[config.mk]
export PLATFORM = sky130hd
export DESIGN_NAME = ga23_sdr_arbiter_flat
export DESIGN_NICKNAME = d
export VERILOG_FILES = /design/src/rtl/ga23_sdr_arbiter_if.sv /design/src/rtl/ga23_sdr_arbiter.sv /design/src/flat_wrapper.sv
export SDC_FILE = /design/constraint.sdc
export NUM_CORES = 1
export LEC_CHECK = 0
export ABC_AREA = 1
export BUFFER_PORTS_ARGS = -buffer_cell sky130_fd_sc_hd__clkbuf_2
export CAP_MARGIN = 10
export CELL_PAD_IN_SITES_DETAIL_PLACEMENT = 0
export CELL_PAD_IN_SITES_GLOBAL_PLACEMENT = 1
export CORE_MARGIN = 5
export CORE_UTILIZATION = 36
export CTS_BUF_LIST = sky130_fd_sc_hd__clkbuf_8
export CTS_CLUSTER_DIAMETER = 200
export DETAILED_ROUTE_END_ITERATION = 6
export HOLD_SLACK_MARGIN = 0.06
export MAX_ROUTING_LAYER = met4
export PLACE_DENSITY_LB_ADDON = 0.15
export SYNTH_ARGS = -nofsm -noshare
export SYNTH_HDL_FRONTEND = slang
export SYNTH_SLANG_ARGS = --single-unit
[constraint.sdc]
create_clock -name clk -period 5.03 [get_ports clk]
set_input_delay 0.2515 -clock clk [delete_from_list [all_inputs] [get_ports clk]]
set_output_delay 0.2515 -clock clk [all_outputs]
set_load 0.02 [all_outputs]
[src/rtl/ga23_sdr_arbiter_if.sv]
// Signal bundle joining the GA23 tilemap layers, the SDRAM row arbiter and the SDRAM port.
// The arbiter takes the slave view; the layers and the SDRAM controller together take the master view.
interface ga23_sdr_arbiter_if #(
  parameter int N_LAYERS = 3,
  parameter int AW       = 22
);
  logic [N_LAYERS-1:0]    layer_req;
  logic [N_LAYERS*AW-1:0] layer_addr;
  logic [N_LAYERS-1:0]    layer_ack;
  logic [N_LAYERS*32-1:0] layer_data;
  logic [AW-1:0]          sdr_addr;
  logic                   sdr_req;
  logic                   sdr_ack;
  logic [31:0]            sdr_data;
  logic                   busy;

  modport slave (
    input  layer_req, layer_addr, sdr_ack, sdr_data,
    output layer_ack, layer_data, sdr_addr, sdr_req, busy
  );

  modport master (
    output layer_req, layer_addr, sdr_ack, sdr_data,
    input  layer_ack, layer_data, sdr_addr, sdr_req, busy
  );
endinterface

[src/rtl/ga23_sdr_arbiter.sv]
// Round-robin merge of the GA23 tilemap layers' toggle-handshake row fetches onto one SDRAM port.
// One transaction is outstanding at a time; each returned row word lands in its layer's hold register.
module ga23_sdr_arbiter #(
  parameter int N_LAYERS = 3,
  parameter int AW       = 22
) (
  input  logic               clk,
  input  logic               reset,
  ga23_sdr_arbiter_if.slave  bus
);

  localparam int GW = $clog2(N_LAYERS);
  localparam int RW = GW + 1;

  typedef enum logic {IDLE, WAIT} state_t;

  state_t                 r_state;
  state_t                 w_nextState;
  logic [GW-1:0]          r_lastGrant;
  logic [GW-1:0]          r_grant;
  logic [AW-1:0]          r_sdrAddr;
  logic                   r_sdrReq;
  logic [N_LAYERS-1:0]    r_layerAck;
  logic [N_LAYERS*32-1:0] r_layerData;

  logic [N_LAYERS-1:0]    w_pending;
  logic                   w_anyPending;
  logic                   w_ctrlIdle;
  logic [GW-1:0]          w_grantIdx;
  logic [RW-1:0]          w_rotIdx;
  logic [AW-1:0]          w_grantAddr;
  logic                   w_doGrant;
  logic                   w_doComplete;
  logic                   w_busy;

  assign w_pending    = bus.layer_req ^ r_layerAck;
  assign w_anyPending = |w_pending;
  assign w_ctrlIdle   = (bus.sdr_ack == r_sdrReq);

  // Scan from the largest rotation offset down so the nearest pending layer after the last grant wins.
  always_comb begin
    w_grantIdx = r_lastGrant;
    w_rotIdx   = '0;
    for (int k = N_LAYERS; k >= 1; k--) begin
      w_rotIdx = {1'b0, r_lastGrant} + RW'(k);
      if (w_rotIdx >= RW'(N_LAYERS))
        w_rotIdx = w_rotIdx - RW'(N_LAYERS);
      if (w_pending[w_rotIdx[GW-1:0]])
        w_grantIdx = w_rotIdx[GW-1:0];
    end
  end

  always_comb begin
    w_grantAddr = '0;
    for (int i = 0; i < N_LAYERS; i++)
      if (w_grantIdx == GW'(i))
        w_grantAddr = bus.layer_addr[i*AW +: AW];
  end

  always_ff @(posedge clk or posedge reset) begin
    if (reset)
      r_state <= IDLE;
    else
      r_state <= w_nextState;
  end

  // A stale ack left over from reset keeps IDLE from granting until the controller catches up.
  always_comb begin
    w_nextState = r_state;
    case (r_state)
      IDLE:    if (w_anyPending && w_ctrlIdle) w_nextState = WAIT;
      WAIT:    if (w_ctrlIdle)                 w_nextState = IDLE;
      default: w_nextState = IDLE;
    endcase
  end

  always_comb begin
    w_doGrant    = 1'b0;
    w_doComplete = 1'b0;
    w_busy       = 1'b0;
    case (r_state)
      IDLE: w_doGrant = w_anyPending && w_ctrlIdle;
      WAIT: begin
        w_busy       = 1'b1;
        w_doComplete = w_ctrlIdle;
      end
      default: ;
    endcase
  end

  always_ff @(posedge clk or posedge reset) begin
    if (reset) begin
      r_sdrAddr   <= '0;
      r_sdrReq    <= 1'b0;
      r_grant     <= '0;
      r_lastGrant <= GW'(N_LAYERS - 1);
    end else if (w_doGrant) begin
      r_sdrAddr   <= w_grantAddr;
      r_sdrReq    <= ~r_sdrReq;
      r_grant     <= w_grantIdx;
      r_lastGrant <= w_grantIdx;
    end
  end

  // Only the granted layer's ack and hold register move on completion.
  always_ff @(posedge clk or posedge reset) begin
    if (reset) begin
      r_layerAck  <= '0;
      r_layerData <= '0;
    end else if (w_doComplete) begin
      for (int i = 0; i < N_LAYERS; i++) begin
        if (r_grant == GW'(i)) begin
          r_layerAck[i]          <= ~r_layerAck[i];
          r_layerData[i*32 +: 32] <= bus.sdr_data;
        end
      end
    end
  end

  assign bus.sdr_addr   = r_sdrAddr;
  assign bus.sdr_req    = r_sdrReq;
  assign bus.layer_ack  = r_layerAck;
  assign bus.layer_data = r_layerData;
  assign bus.busy       = w_busy;

endmodule

[src/flat_wrapper.sv]
// flat-port wrapper written by rule: the top's interface ports become plain ports
module ga23_sdr_arbiter_flat 
#(
  parameter int N_LAYERS = 3,
  parameter int AW       = 22
)
  (clk, reset, bus_layer_req, bus_layer_addr, bus_sdr_ack, bus_sdr_data, bus_layer_ack, bus_layer_data, bus_sdr_addr, bus_sdr_req, bus_busy);
  ga23_sdr_arbiter_if #(.N_LAYERS(N_LAYERS), .AW(AW)) bus_i ();
  input  logic clk;
  input  logic reset;
  input wire logic [$bits(bus_i.layer_req)-1:0] bus_layer_req;
  input wire logic [$bits(bus_i.layer_addr)-1:0] bus_layer_addr;
  input wire logic [$bits(bus_i.sdr_ack)-1:0] bus_sdr_ack;
  input wire logic [$bits(bus_i.sdr_data)-1:0] bus_sdr_data;
  output wire logic [$bits(bus_i.layer_ack)-1:0] bus_layer_ack;
  output wire logic [$bits(bus_i.layer_data)-1:0] bus_layer_data;
  output wire logic [$bits(bus_i.sdr_addr)-1:0] bus_sdr_addr;
  output wire logic [$bits(bus_i.sdr_req)-1:0] bus_sdr_req;
  output wire logic [$bits(bus_i.busy)-1:0] bus_busy;
  assign bus_i.layer_req = bus_layer_req;
  assign bus_i.layer_addr = bus_layer_addr;
  assign bus_i.sdr_ack = bus_sdr_ack;
  assign bus_i.sdr_data = bus_sdr_data;
  assign bus_layer_ack = bus_i.layer_ack;
  assign bus_layer_data = bus_i.layer_data;
  assign bus_sdr_addr = bus_i.sdr_addr;
  assign bus_sdr_req = bus_i.sdr_req;
  assign bus_busy = bus_i.busy;
  ga23_sdr_arbiter #(.N_LAYERS(N_LAYERS), .AW(AW)) u_core (.clk(clk), .reset(reset), .bus(bus_i));
endmodule
---- Yosys cells after proc, flatten, opt, wreduce, memory -nomap -nowiden ----
Cells that the tools add are included.
storage, ports and cells
  logic and storage cells ................. 62
  bits in registers ....................... 127
  output and inout port bits .............. 123
operators by class
  equal/unequal tests ..................... 5
  reductions and logical operators ........ 7
  muxes and demuxes ....................... 21
  order comparisons ....................... 6
  add/subtract/negate cells ............... 6
  bitwise gates (word level) .............. 6
operators by type and width
  kind                                                                           count
  22-bit two-way mux                                                             3
  2-bit two-way mux                                                              6
  3-bit by 2-bit >= comparator with 1-bit output (second input constant)         3
  2-bit by 3-bit less-than comparator with 1-bit output (second input constant)  3
  1-bit two-way mux                                                              8
  2-bit by 2-bit adder with 3-bit output (second input constant)                 2
  1-bit binary-select mux with 2-bit select                                      3
  2-bit AND reduction                                                            3
  2-bit subtractor (second input constant)                                       3
  1-bit NOT                                                                      5
  2-bit by 1-bit == test with 1-bit output (second input constant)               2
  2-bit == test (second input constant)                                          2
  2-bit logical NOT                                                              2
  2-bit by 1-bit adder with 3-bit output (second input constant)                 1
  3-bit OR reduction                                                             1
  3-bit XOR                                                                      1
  1-bit case mux with 2 select lines                                             1
  1-bit == test                                                                  1
  1-bit logical AND                                                              1

---- Longest topological paths before layout ----
Gate-level depths: netlist (run 1).
  word-level depth ........................ 12
  depth in mapped cells ................... 16
  depth with buffers taken out ............ 14

---- Least setup slack after synthesis (run 1) ----
OpenSTA, ideal clock, no wires.
  path type ............................... flip-flop to flip-flop
  from .................................... register u_core.r_lastGrant[1]
  to ...................................... register u_core.r_sdrAddr[10] (netlist: u_core.bus.sdr_addr[10])
  arrival time ............................ 1943 ps
  setup slack ............................. 2970 ps
  required time ........................... 4914 ps
  period minus slack after synthesis ...... 2060 ps
  stages on the path, launching flop included .. 16
  path buffers ............................ 2
  cells stage by stage .................... dfstp_2 inv_1 ha_1 inv_2 o21ai_1 nand2_2 inv_2 nor2_2 nand2_2 nand2_2 buf_6 buf_6 nand3_2 nand3_1 nand2_1 nand2_1
on the way
  longest elaborated chain between the ends .. 12
  elaborated cells between the ends (all ways) .. 27
  classes of those cells .................. add/sub (6); order compare (3); eq/ne (2); mux (15); reduce/logical (1)
RTL lines
  element                                                                                    line                                            RTL
  from (decl)                                                                                ga23_sdr_arbiter.sv:19                          logic [GW-1:0] r_lastGrant;
  from (signal assigned)                                                                     ga23_sdr_arbiter.sv:96                          r_lastGrant <= GW'(N_LAYERS - 1);
  from (signal assigned)                                                                     ga23_sdr_arbiter.sv:101                         r_lastGrant <= w_grantIdx;
  2-bit by 2-bit adder with 3-bit output                                                     ga23_sdr_arbiter.sv:45                          w_rotIdx = {1'b0, r_lastGrant} + RW'(k);
  3-bit by 2-bit >= comparator with 1-bit output / 2-bit subtractor (equally long branches)  ga23_sdr_arbiter.sv:46, ga23_sdr_arbiter.sv:47
  2-bit two-way mux                                                                          ga23_sdr_arbiter.sv:46                          if (w_rotIdx >= RW'(N_LAYERS))
  1-bit binary-select mux with 2-bit select                                                  ga23_sdr_arbiter.sv:48                          if (w_pending[w_rotIdx[GW-1:0]])
  1-bit two-way mux (not written as such)                                                    ga23_sdr_arbiter.sv:48
  2-bit two-way mux (2 in series)                                                            ga23_sdr_arbiter.sv:48
  2-bit two-way mux (*)                                                                      ga23_sdr_arbiter.sv:48
  2-bit logical NOT                                                                          ga23_sdr_arbiter.sv:56                          if (w_grantIdx == GW'(i))
  22-bit two-way mux (2 in series)                                                           ga23_sdr_arbiter.sv:56
  22-bit two-way mux (*)                                                                     ga23_sdr_arbiter.sv:56
  to (signal assigned)                                                                       ga23_sdr_arbiter.sv:98                          r_sdrAddr <= w_grantAddr;
  to (decl)                                                                                  ga23_sdr_arbiter.sv:21                          logic [AW-1:0] r_sdrAddr;
Mark *: on every way between the ends. The rest lies on a longest branch, timed or not. The select of a mux whose other input is x is not followed.
A chain may end at the register's enable or synchronous reset.

---- Final worst setup path (run 1) ----
  from .................................... register u_core.r_lastGrant[1]
  to ...................................... register u_core.r_sdrAddr[7] (netlist: u_core.bus.sdr_addr[7])
The elaborated chain is that of the path after synthesis.

==> metrics list, run 1 <==
* Non-Filler Cell Area, Final: roughly 0.0076 mm2
- Data arrival time of the critical path: 3.31 ns
- Portion of the clock cycle consumed by the worst path in the final layout: 59.6%
- Antenna violations before repair: 0
- Of the cells placed in the final design, the portion with a size suffix greater than 1 is 31.7%.
- Number of buffers added by the clock tree synthesis step: 17
* Post-synth top area share: 54.6%
- The worst path meets setup with 2.03 ns of slack.
- Die H: between 100 and 150 um
- STA classifies the critical path startpoint as a flip-flop.
- Synth area leaders: sky130_fd_sc_hd__dfrtp_1 55%, sky130_fd_sc_hd__nand2_1 15%, sky130_fd_sc_hd__o21ai_0 8.8%
- Combinational logic is responsible for 54.4% of the overall power.
* DRC violation count after routing: 0
* Slew of the pin with the lowest slew margin: between 1 and 1.5 ns
* Share of the yosys chip area belonging to registers: 55.1%
- Clock Sinks: around 130
- Master cell of the clock root buffer: sky130_fd_sc_hd__clkbuf_8
- The smallest clock period supported by the final layout is computed as 3.00 ns.
- Worst Setup End Kind: flip-flop
- The initialized floorplan defines 46 standard-cell rows.
* Total Negative Setup Slacks: 0 ns
* Average routed wire per standard cell: 14.5 um
* Combined global-route utilization of all metal layers: between 10% and 20%
* Diode count: 0
- The critical path in this run is classified as flip-flop to flip-flop.
- The final-report max-slew violation count came to 0.
* Net Count, Synth: 796
- Setup violations remaining at the end of the flow were counted as 0.
- Ys Warns: 0
- The clock arrives with approximately 0.0091 ns of skew.
- Avg Synthesized Cell Area: 8.31 um2
* Commonest non-fill, non-tap cells in the layout: 226 x sky130_fd_sc_hd__clkbuf_2, 223 x sky130_fd_sc_hd__nand2_1, 125 x sky130_fd_sc_hd__dfrtp_1
- Core Region: 0.0158 mm2
- Starting density of the core: 36.3%
- Net Sw Frac: between 40 and 50%
* Die area: ~0.019 mm2
- The routed design has approximately 16 mm of wire.
* Number of distinct library cell variants in the gate-level netlist after synthesis: 24
* Pin count of the biggest net entering global routing: 66
- The number of global-route vias before repair is between 5000 and 6000.
- Once detailed placement completed, the half-perimeter wirelength came to 11.6 mm.
- Maximum clock insertion buffer count: 2
- Timing would allow up to 334 MHz.
* Number of primary I/O pins: 227
* Placement-stage worst setup slack: 2.03 ns
- Layout area overhead: 31.9%
- Internal power comes to 0.00308 W.
- In this run the worst hold path is classified as primary input to flip-flop.
- Cell Count Post-Placement: ~1100
* Critical path required time: 5.35 ns
- DRC violation total after the first TritonRoute iteration: between 200 and 300
- CTS resizes: 0
- Once layout is complete, the cells apart from fillers number between 1000 and 1500.
- The pre-antenna-repair detailed-routing pass consisted of 4 iterations.
* Gate count of the mapped netlist: 689
- Clock tree from TritonCTS: done
* Final weighted congestion in routability-driven placement: ~0.83
- Worst VDD drop: 0.311 mV
- Leaving out fill and tap cells, the most frequent cell in the layout is sky130_fd_sc_hd__clkbuf_2.
* Worst max-slew margin expressed relative to the limit: a little under 30%
- After global routing the overflow that remains totals 0.
* Level count of the clock H-tree: 4
* Relative contribution of sequential cells to total power: 28.9%
- For this block, the via count after detailed routing is 5188.
- The first global-routing pass estimated 26.6 mm of wire.
- On the final layout, the worst hold slack is approximately 0.091 ns.
- The later pin in the worst-skew pair is clocked with a latency of between 0.4 and 0.5 ns.
- Setup repair after global routing left no endpoint under its margin.
- Along the worst path, the maximum fanout reaches 29.
- Once detail routing completed, the nets flagged for antenna violations numbered 0.
- Summed over all nets, the switching power comes to 0.00300 W.
* # nets final: 1019
* Vias per Instance: 4.55
* Power Density: ~800 mW/mm2
- During placement, the flow inserted port buffers numbering 226.
- Synth Cell Area: 0.00573 mm2
- Register bit count reported by yosys: 126
- For this design the static power due to leakage is 4.32 nW.
- Library cell occupying the most area in the post-synthesis netlist: sky130_fd_sc_hd__dfrtp_1
- Final hold violation count: 0
* Placed instance area: 0.00698 mm2
* Run status: completed
- Part of the power in the clock network: 16.7%
- Register clock-pin slew on the reported worst setup and hold paths: 0.08 ns
- Horizontal die dimension: 136 um
- Max-cap violations: 0
cell usage after synthesis (all sizes together):
cell type and n:
nand2 228, dfrtp 125, o21ai 102, inv 93
nand3 54, clkbuf 21, nand4 21, buf 19
nor2 10, o21bai 4, ha 3, xor2 3
nand3b 2, xnor2 2, and2 1, dfstp 1
routing by layer:
layer  routed length (um)  track usage (%)
met3                 1390             5.77
met1                 7360             23.9
met2                 7540             28.6
met5                    0                -
met4                  206             5.77
worst max-delay path, stage by stage, from the launching register on:
cell and delay [ns]:
sky130_fd_sc_hd__dfstp_2 0.54, sky130_fd_sc_hd__inv_1 0.07, sky130_fd_sc_hd__ha_1 0.37, sky130_fd_sc_hd__inv_2 0.08
sky130_fd_sc_hd__nand3_2 0.08, sky130_fd_sc_hd__nand3_2 0.08, sky130_fd_sc_hd__nand2_1 0.54, sky130_fd_sc_hd__nand2_2 0.57
sky130_fd_sc_hd__nor2_2 0.31, sky130_fd_sc_hd__nand2_1 0.09, sky130_fd_sc_hd__nand2_1 0.07, sky130_fd_sc_hd__o21bai_1 0.06
cell families after synthesis:
logic type                 Yosys count  synth area share, %
adders and majority gates            3                0.655
xor gates and xnor gates             5                0.765
buffers and inverters              133                 9.57
and+or+nand+nor                    316                 24.5
DFF                                126                 55.1
AOI/OAI and AO/OA                  106                 9.44
cell type report:
| class | count | area [um2] |
|---|---|---|
| timing repair buffer | 244 | 1300 |
| clock inverter | 12 | 183 |
| fill | 1595 | 8210 |
| clock buffer | 20 | 275 |
| multi-input combinational | 430 | 2030 |
| sequential | 126 | 3150 |
| tap | 216 | 270 |
| inverter | 93 | 352 |
repair_timing:
item / in CTS / in global routing
hold endpoints to repair: 81 / 0
hold buffers: 12 / 0
buffers inserted: 0 / 0
power groups by stage:
stage | sequential (W) | combinational [W] | clock (W)
floorplan | 0.00228 | 0.00196 | 0
global placement | 0.00176 | 0.00332 | 0
finish | 0.00176 | 0.00331 | 0.00101
global route | 0.00182 | 0.00372 | 0.00108
CTS | 0.00176 | 0.00338 | 0.00104
detailed placement | 0.00177 | 0.00337 | 0
flip-flops by register name, summed over array words and instances, names as in the netlist:
name	flops
u_core.bus.layer_ack	3
u_core.bus.layer_data	96
u_core.bus.sdr_addr	22
u_core.bus.sdr_req	1
u_core.r_grant	2
u_core.r_lastGrant	1
u_core.r_state	1
worst paths after layout:
check,startpoint,endpoint,slack (ns),depth (start not counted)
hold reg to reg,u_core.bus.sdr_addr[18],u_core.bus.sdr_addr[18],0.48,2
hold / removal,bus_sdr_data[6],u_core.bus.layer_data[38],0.09,3
setup reg to reg,u_core.r_lastGrant[1],u_core.bus.sdr_addr[7],2.03,11
setup / recovery,u_core.r_lastGrant[1],u_core.bus.sdr_addr[7],2.03,11
max in group asynchronous,reset,u_core.bus.layer_data[90],3.19,4
min in group asynchronous,reset,u_core.bus.layer_ack[1],0.52,3
stage by stage:
| stage | power (W) | utilization, % |
|---|---|---|
| 6_report | 0.00608 | 47.9 |
| 5_1_grt | 0.00663 | 47.9 |
| 4_1_cts | 0.00618 | 47.9 |
| 3_5_place_dp | 0.00514 | 44.2 |
| 3_3_place_gp | 0.00507 | 44.2 |
| 2_1_floorplan | 0.00424 | - |
Note: power is estimated with default switching activity, not from simulation.
==> run 2: changes to the inputs <==
==> constraint.sdc (replaced) <==
create_clock -name clk -period 3.14 [get_ports clk]
set_input_delay 0.157 -clock clk [delete_from_list [all_inputs] [get_ports clk]]
set_output_delay 0.157 -clock clk [all_outputs]
set_load 0.02 [all_outputs]
==> run 2 against run 1 <==
Net effect: via count grew 5.7%; worst setup slack worse by 1.8 ns; sequential power rose by 59%; register-to-register slack worse by 1.8 ns; wire length grew 5.9%; largest power group unchanged; total power grew 65%; flip-flop and latch count unchanged; first-iteration DRC count down 30%; global-route usage up 0.85 points; combinational power is 75% higher; die area stayed put; critical endpoint is now u_core.bus.sdr_addr[4].
==> metrics list, run 2 (synthesis gave the netlist of run 1 again) <==
- The count of final setup violators came to 0 (unchanged).
* Data arrival time of the critical path: 3.21 ns (was 3.31 ns)
- The area added between synthesis and finish is 44.3% (was 31.9%).
* DRC violation count after routing: 0 (unchanged)
* Critical path fanouts, max: 18 (was 29)
- The power share of the clock group was 14.3% (was 16.7%).
* Setup CP Type: flip-flop to flip-flop (unchanged)
- Clk_lat worst skew: 0.44 ns (was 0.43 ns)
* Met1 capacity usage during global routing: 23.8% (was 23.9%)
* Wire length of the first global-routing pass: 27.6 mm (was 26.6 mm)
* Via total after detailed routing: 5482 (was 5188)
- Maximum clock frequency: 346 MHz (was 334 MHz)
- GRT overflow: 0 (unchanged)
- The number of buffers inserted during clock tree synthesis is 17 (unchanged).
- The power per unit of standard cell area was 1210 mW/mm2 (was 805 mW/mm2).
- # port buffers: 226 (unchanged)
* Cell count of the worst hold path: 5 (was 3)
- Post-DRT Antenna Nets: 0 (unchanged)
* Worst setup SP type: flip-flop (unchanged)
- The data required time of the worst path came to 3.47 ns (was 5.35 ns).
- Antenna violations before repair: 0 (unchanged)
- The end of the worst register-to-register path is u_core.bus.sdr_addr[4] (was u_core.bus.sdr_addr[7]).
* Setup skew after layout: 0.0114 ns (was 0.00915 ns)
- Worst Setup End Kind: flip-flop (unchanged)
- Slew of the pin with the lowest slew margin: 0.903 ns (was 1.06 ns)
- The routing usage on met3 came to 6.66% (was 5.77%).
- Average routed wire per standard cell: 14.4 um (was 14.5 um)
- Vias per Instance: 4.51 (was 4.55)
- The largest net degree at the start of global routing came to 66 (unchanged).
- The hold-critical path endpoint is u_core.bus.sdr_addr[0] (was u_core.bus.layer_data[38]).
- Setup repair after global routing missed its margin: no (unchanged).
- First element of the critical path: u_core.r_grant[0] (was u_core.r_lastGrant[1])
* Combined global-route utilization of all metal layers: 19.5% (was 18.7%)
- The launching point of the worst reg2reg path was u_core.r_grant[0] (was u_core.r_lastGrant[1]).
* Net Sw Frac: 49.2% (was 49.4%)
- Logic pwr share: 57.8% (was 54.4%)
* Total leakage power: 4.62 nW (was 4.32 nW)
* Worst R2R Setup Slack: 0.25 ns (was 2.03 ns)
* Die area: 0.0185 mm2 (unchanged)
- Worst VDD drop: 0.980 mV (was 0.311 mV)
- Share of post-route cells with drive strength above 1: 30.1% (was 31.7%)
- The TritonCTS sink count came to 126 (unchanged).
* Layout Utilization: 52.4% (was 47.9%)
* Level count of the clock H-tree: 4 (unchanged)
* Number of iterations in the first detailed-routing pass: 5 (was 4)
- The global-route met2 utilization was 31.0% (was 28.6%).
- Number of primary I/O pins: 227 (unchanged)
- The hold violation total from the final report came to 0 (unchanged).
- The total setup buffers inserted after CTS came to 0 (unchanged).
- The die span in x was 136 um (unchanged).
- The launch instance of the worst min-delay path is bus_layer_addr[44] (was bus_sdr_data[6]).
- The area of the core is 0.0158 mm2 (unchanged).
- The setup TNS was 0 ns (unchanged).
- Internal Pwr Total: 0.00509 W (was 0.00308 W)
- The number of global-route vias before repair came to 5562 (was 5266).
- Clock tree from TritonCTS: done (unchanged)
- The detailed placer's ending HPWL was 11.8 mm (was 11.6 mm).
- Final worst path period need: 2.89 ns (was 3.00 ns)
- Net switching power of the design: 0.00492 W (was 0.00300 W)
- Routing layer with the top usage in global route: met2 (unchanged)
- Relative contribution of sequential cells to total power: 27.9% (was 28.9%)
- The antenna cell count was 0 (unchanged).
- Commonest non-fill, non-tap cells in the layout: 226 x sky130_fd_sc_hd__clkbuf_2, 223 x sky130_fd_sc_hd__nand2_1, 125 x sky130_fd_sc_hd__dfrtp_1 (unchanged)
- The initial DRC count was 203 (was 289).
- Final count of pins violating max slew: 0 (unchanged)
- The die extent in y was 136 um (unchanged).
* Most common cell after layout, fill and taps aside: sky130_fd_sc_hd__clkbuf_2 (unchanged)
* Max-cap violations: 0 (unchanged)
* Total Wirelength: 17.5 mm (was 16.5 mm)
- # rows: 46 (unchanged)
- Class of the tightest hold or removal check: primary input to flip-flop (unchanged)
- Run status: completed (unchanged).
- The cell depth of the worst flop-to-flop path came to 16 (was 11).
* Max FFs per register: 96 (unchanged)
- Final weighted congestion in routability-driven placement: 0.802 (was 0.828)
- Master cell of the clock root buffer: sky130_fd_sc_hd__clkbuf_8 (unchanged)
- The maximum buffer depth of the clock tree is 2 (unchanged).
* Worst max-slew margin expressed relative to the limit: 39.8% (was 29.0%)
- The register clock-pin slew on the reported worst setup and hold paths came to 0.07 ns (was 0.08 ns).
- The final period utilization came to 92.0% (was 59.6%).
- Starting density of the core: 36.3% (unchanged)
- # nets final: 1094 (was 1019)
==> run 2: final cells by class <==
cell class	count	area (um2)
Clock inverter	13	139
Fill cell	1570	7510
Clock buffer	19	262
Tap cell	216	270
Multi-Input combinational cell	430	2040
Sequential cell	126	3150
Timing Repair Buffer	319	2040
Inverter	93	353
==> run 2: how the worst max path moves through the flow <==
stage          cells after the start  slack, ns                       to
2_1_floorplan                     15       1.08  u_core.bus.sdr_addr[10]
3_3_place_gp                      13       0.62  u_core.bus.sdr_addr[21]
3_5_place_dp                      13       0.49  u_core.bus.sdr_addr[21]
4_1_cts                           15       0.08   u_core.bus.sdr_addr[4]
5_1_grt                           16       0.05   u_core.bus.sdr_addr[8]
6_report                          16       0.25   u_core.bus.sdr_addr[4]
==> run 2: through the flow <==
stage	cell area (um2)	hold WS, ns	total power (W)	setup WS, ns	cells
finish	8260	0.0898	0.0100	0.252	1216
detailed placement	7050	0.365	0.00840	0.490	1105
global route	8260	0.0895	0.0109	0.0519	1216
CTS	8240	0.0610	0.0101	0.0797	1216
floorplan	5730	0.333	0.00679	1.08	689
global placement	7050	0.358	0.00827	0.617	1105
==> run 2: critical path: stages (launching register included) <==
cell and delay [ns]:
sky130_fd_sc_hd__dfrtp_1 0.47, sky130_fd_sc_hd__inv_2 0.12, sky130_fd_sc_hd__ha_1 0.26, sky130_fd_sc_hd__inv_1 0.12, sky130_fd_sc_hd__nand3_1 0.10, sky130_fd_sc_hd__nand3_2 0.10
sky130_fd_sc_hd__nand2_1 0.09, sky130_fd_sc_hd__nand2_1 0.07, sky130_fd_sc_hd__nand2_1 0.08, sky130_fd_sc_hd__nand2_4 0.14, sky130_fd_sc_hd__nand2_2 0.14, sky130_fd_sc_hd__buf_6 0.20
sky130_fd_sc_hd__nor2_2 0.15, sky130_fd_sc_hd__nand2_1 0.07, sky130_fd_sc_hd__nand2_1 0.05, sky130_fd_sc_hd__dlygate4sd3_1 0.54, sky130_fd_sc_hd__o21bai_1 0.06
==> run 2: what timing repair did <==
item                       4_1_cts  5_1_grt
gates resized for setup          0        3
hold endpoints to repair       149        0
hold buffers                    79        0
setup endpoints to repair        0        5
==> run 2: power groups by stage <==
stage          combinational, W  sequential (W)  clock (W)
2_1_floorplan           0.00314         0.00365          0
3_3_place_gp            0.00548         0.00280          0
3_5_place_dp            0.00559         0.00281          0
4_1_cts                 0.00582         0.00280    0.00148
5_1_grt                 0.00642         0.00289    0.00155
6_report                0.00578         0.00279    0.00143
==> run 2: routing by layer <==
layer	wire, um	part of all wire, %	up-vias
met5	0	0	-
met2	8370	48	195
met4	281	1.6	0
met1	7390	42	2501
li1	-	-	2759
met3	1430	8.2	27
==> run 3: changes to the inputs <==
--- a/config.mk
+++ b/config.mk
@@ -11,7 +11,7 @@
 export CELL_PAD_IN_SITES_DETAIL_PLACEMENT = 0
 export CELL_PAD_IN_SITES_GLOBAL_PLACEMENT = 1
 export CORE_MARGIN = 5
-export CORE_UTILIZATION = 36
+export CORE_UTILIZATION = 39
 export CTS_BUF_LIST = sky130_fd_sc_hd__clkbuf_8
 export CTS_CLUSTER_DIAMETER = 200
 export DETAILED_ROUTE_END_ITERATION = 6
==> constraint.sdc (replaced) <==
create_clock -name clk -period 3.65 [get_ports clk]
set_input_delay 0.1825 -clock clk [delete_from_list [all_inputs] [get_ports clk]]
set_output_delay 0.1825 -clock clk [all_outputs]
set_load 0.02 [all_outputs]
==> run 3 against run 2 <==
Net effect: clock skew down 0.0050 ns; design area down 3.8%; register-to-register slack better by 0.09 ns; non-clock buffer count down 26; worst setup slack better by 0.093 ns; flip-flop and latch count unchanged; critical endpoint is now u_core.bus.sdr_addr[20]; largest cell class unchanged.
==> metrics list, run 3 (synthesis gave the netlist of run 1 again) <==
- Setup repair after global routing missed its margin: no (unchanged)
* Run status: completed (unchanged)
- The type of element launching the critical path was a flip-flop (unchanged).
- Via total after detailed routing: 5347 (was 5482)
* # nets final: 1068 (was 1094)
- The die area came to 0.0172 mm2 (was 0.0185 mm2).
* Average routed wire per standard cell: 14.5 um (was 14.4 um)
* Critical Path Most Common Cell: sky130_fd_sc_hd__nand2_1 (unchanged)
- Setup skew after layout: 0.00638 ns (was 0.0114 ns)
* Combined global-route utilization of all metal layers: 20.3% (was 19.5%)
* Relative contribution of sequential cells to total power: 28.5% (was 27.9%)
* # rows: 44 (was 46)
- Max-cap violations: 0 (unchanged)
- Vias per Instance: 4.62 (was 4.51)
- The buffers plus inverters on the worst setup path came to 5 (was 4).
* Total leakage power: 4.51 nW (was 4.62 nW)
- Vias in the first global route: 5582 (was 5562)
- The number of buffers inserted during clock tree synthesis is 17 (unchanged).
* # port buffers: 226 (unchanged)
- The post-place setup slack came to 0.721 ns (was 0.490 ns).
- Master cell of the clock root buffer: sky130_fd_sc_hd__clkbuf_8 (unchanged)
* Share of post-route cells with drive strength above 1: 30.2% (was 30.1%)
- Commonest non-fill, non-tap cells in the layout: 226 x sky130_fd_sc_hd__clkbuf_2, 223 x sky130_fd_sc_hd__nand2_1, 125 x sky130_fd_sc_hd__dfrtp_1 (unchanged)
- Internal Pwr Total: 0.00434 W (was 0.00509 W)
* DRC violation count after routing: 0 (unchanged)
- The wire length of the first global-routing pass was 28.1 mm (was 27.6 mm).
- The insertion delay of the later-clocked pin in the worst-skew pair was 0.42 ns (was 0.44 ns).
- The type of the most critical hold path is primary input to flip-flop (unchanged).
- Pin count of the biggest net entering global routing: 66 (unchanged)
* Worst Setup End Kind: flip-flop (unchanged)
- The level count of the clock H-tree is 4 (unchanged).
- Final worst path period need: 3.31 ns (was 2.89 ns)
* Slew of the pin with the lowest slew margin: 0.854 ns (was 0.903 ns)
- The die extent in y is 131 um (was 136 um).
- The initial DRC count is 244 (was 203).
- The starting density of the core came to 39.6% (was 36.3%).
- The hold violation total from the final report is 0 (unchanged).
* Portion of the clock cycle consumed by the worst path in the final layout: 90.6% (was 92.0%)
* Post-DP HPWL: 11.2 mm (was 11.8 mm)
* Most common cell after layout, fill and taps aside: sky130_fd_sc_hd__clkbuf_2 (unchanged)
- The remaining antenna violation count came to 0 (unchanged).
- Setup repair bufs after CTS: 0 (unchanged)
- Setup CP Type: flip-flop to flip-flop (unchanged)
- Cell breakdown of the critical path: inv_1 -> ha_1 -> inv_2 -> o21ai_1 -> nand2_2 -> inv_2 -> nand2_1 -> nand2_1 -> buf_4 -> nand3_2 -> nand3_1 -> dlygate4sd3_1 -> nand2_1 -> nand2_1 (was inv_2 -> ha_1 -> inv_1 -> nand3_1 -> nand3_2 -> nand2_1 -> nand2_1 -> nand2_1 -> nand2_4 -> nand2_2 -> buf_6 -> nor2_2 -> nand2_1 -> nand2_1 -> dlygate4sd3_1 -> o21bai_1).
* GRT overflow: 0 (unchanged)
- The TritonCTS sink count came to 126 (unchanged).
- The maximum clock frequency came to 303 MHz (was 346 MHz).
- Cell type of the slowest stage on the worst timing path: sky130_fd_sc_hd__dlygate4sd3_1 (unchanged)
- The count of final setup violators is 0 (unchanged).
- The final RePlAce weighted congestion came to 0.823 (was 0.802).
- Horizontal die dimension: 131 um (was 136 um)
- The relative slew slack came to 43.0% (was 39.8%).
* Data arrival time of the critical path: 3.67 ns (was 3.21 ns)
- The power per unit of standard cell area came to 1070 mW/mm2 (was 1210 mW/mm2).
- Part of the power in the clock network: 13.8% (was 14.3%)
* Diode count: 0 (unchanged)
- Total Wirelength: 16.8 mm (was 17.5 mm)
- Number of iterations in the first detailed-routing pass: 5 (unchanged)
- Slowest cell delay on critical path: 0.58 ns (was 0.54 ns)
- Layout Utilization: 54.9% (was 52.4%)
- Critical path fanouts, max: 40 (was 18)
- The initial antenna violation count was 0 (unchanged).
- Register clock-pin slew on the reported worst setup and hold paths: 0.07 ns (about the same)
- The area added between synthesis and finish is 38.8% (was 44.3%).
- Total Negative Setup Slacks: 0 ns (unchanged)
- Net switching power of the design: 0.00418 W (was 0.00492 W)
- The data required time of the worst path came to 4.01 ns (was 3.47 ns).
- Logic pwr share: 57.7% (was 57.8%)
* Worst-case setup margin in the final layout: 0.345 ns (was 0.252 ns)
- The number of flip-flops in the largest register is 96 (unchanged).
* Final count of pins violating max slew: 0 (unchanged)
- The switching share of total power was 49.1% (was 49.2%).
- The area of the core was 0.0145 mm2 (was 0.0158 mm2).
* Number of primary I/O pins: 227 (unchanged)
* Gate family responsible for the most delay along the worst path: buffers and inverters (was simple AND/OR/NAND/NOR gates)
- The worst-case vdd ir drop came to 0.593 mV (was 0.980 mV).
- Clock tree from TritonCTS: done (unchanged)
- The final hold slack is 0.0948 ns (was 0.0898 ns).
* Maximum clock insertion buffer count: 2 (unchanged)
[run 3: changes by cell type in the layout (fill, tap and decap cells not counted)]
cell / before / now
sky130_fd_sc_hd__bufinv_16: 2 / 1
sky130_fd_sc_hd__buf_6: 1 / 0
sky130_fd_sc_hd__ha_4: 1 / 0
sky130_fd_sc_hd__inv_4: 0 / 1
sky130_fd_sc_hd__clkinv_2: 2 / 3
sky130_fd_sc_hd__clkinv_4: 2 / 1
sky130_fd_sc_hd__ha_1: 2 / 3
sky130_fd_sc_hd__dlygate4sd3_1: 79 / 59
sky130_fd_sc_hd__buf_4: 12 / 7
sky130_fd_sc_hd__clkbuf_8: 19 / 22
sky130_fd_sc_hd__clkinvlp_4: 5 / 4
sky130_fd_sc_hd__inv_6: 2 / 0
[run 3: worst paths after layout]
check,to,cells past startpoint,slack (ns),from
setup / recovery,u_core.bus.sdr_addr[20],14,0.34,u_core.r_lastGrant[1]
hold / removal,u_core.bus.sdr_addr[11],5,0.09,bus_layer_addr[33]
setup reg to reg,u_core.bus.sdr_addr[20],14,0.34,u_core.r_lastGrant[1]
hold reg to reg,u_core.bus.sdr_addr[2],2,0.48,u_core.bus.sdr_addr[2]
max in group asynchronous,u_core.r_lastGrant[1],4,2.32,reset
min in group asynchronous,u_core.bus.layer_data[30],3,0.45,reset
[run 3: layer usage]
layer / track usage [%] / wire length, um / vias up
li1: - / - / 2704
met1: 24.5 / 7150 / 2461
met2: 32.5 / 8130 / 174
met3: 7.53 / 1390 / 8
met4: 4.79 / 120 / 0
met5: - / 0 / -
[run 3: through the flow]
step           instance area [um2]  power [W]  std cells
6_report                      7950    0.00853       1158
5_1_grt                       7950    0.00929       1158
4_1_cts                       7950    0.00862       1158
3_5_place_dp                  6970    0.00711       1067
3_3_place_gp                  6970    0.00703       1067
2_1_floorplan                 5730    0.00584        689
[run 3: power by group through the flow]
stage | combinational (W) | sequential (W) | clock, W
floorplan | 0.00270 | 0.00314 | 0
finish | 0.00492 | 0.00243 | 0.00118
global route | 0.00550 | 0.00250 | 0.00129
detailed placement | 0.00467 | 0.00244 | 0
CTS | 0.00497 | 0.00243 | 0.00123
global placement | 0.00461 | 0.00241 | 0
[run 3: layout make-up]
class                   instances  area [um2]
clock buffers                  22         303
flip-flops and latches        126        3150
well taps                     184         230
multi-input cells             430        2030
inverters                      93         352
clock inverters                10        87.6
repair buffers                293        1790
fillers                      1387        6530
[run 3: worst register-to-register path, delay by kind of cell (launching register included)]
family / cells / cell delay, ns
buffers and inverters: 5 / 1.19
AND/OR/NAND/NOR: 7 / 0.98
AO/OA/AOI/OAI: 1 / 0.16
flip-flops: 1 / 0.54
adder cells (fa/ha/maj): 1 / 0.37
[run 3: repair_timing]
| item | CTS | global route |
|---|---|---|
| endpoints found under the setup margin | 0 | 2 |
| hold endpoints to repair | 177 | 0 |
| hold buffers | 59 | 0 |
| gates resized for setup | 0 | 1 |
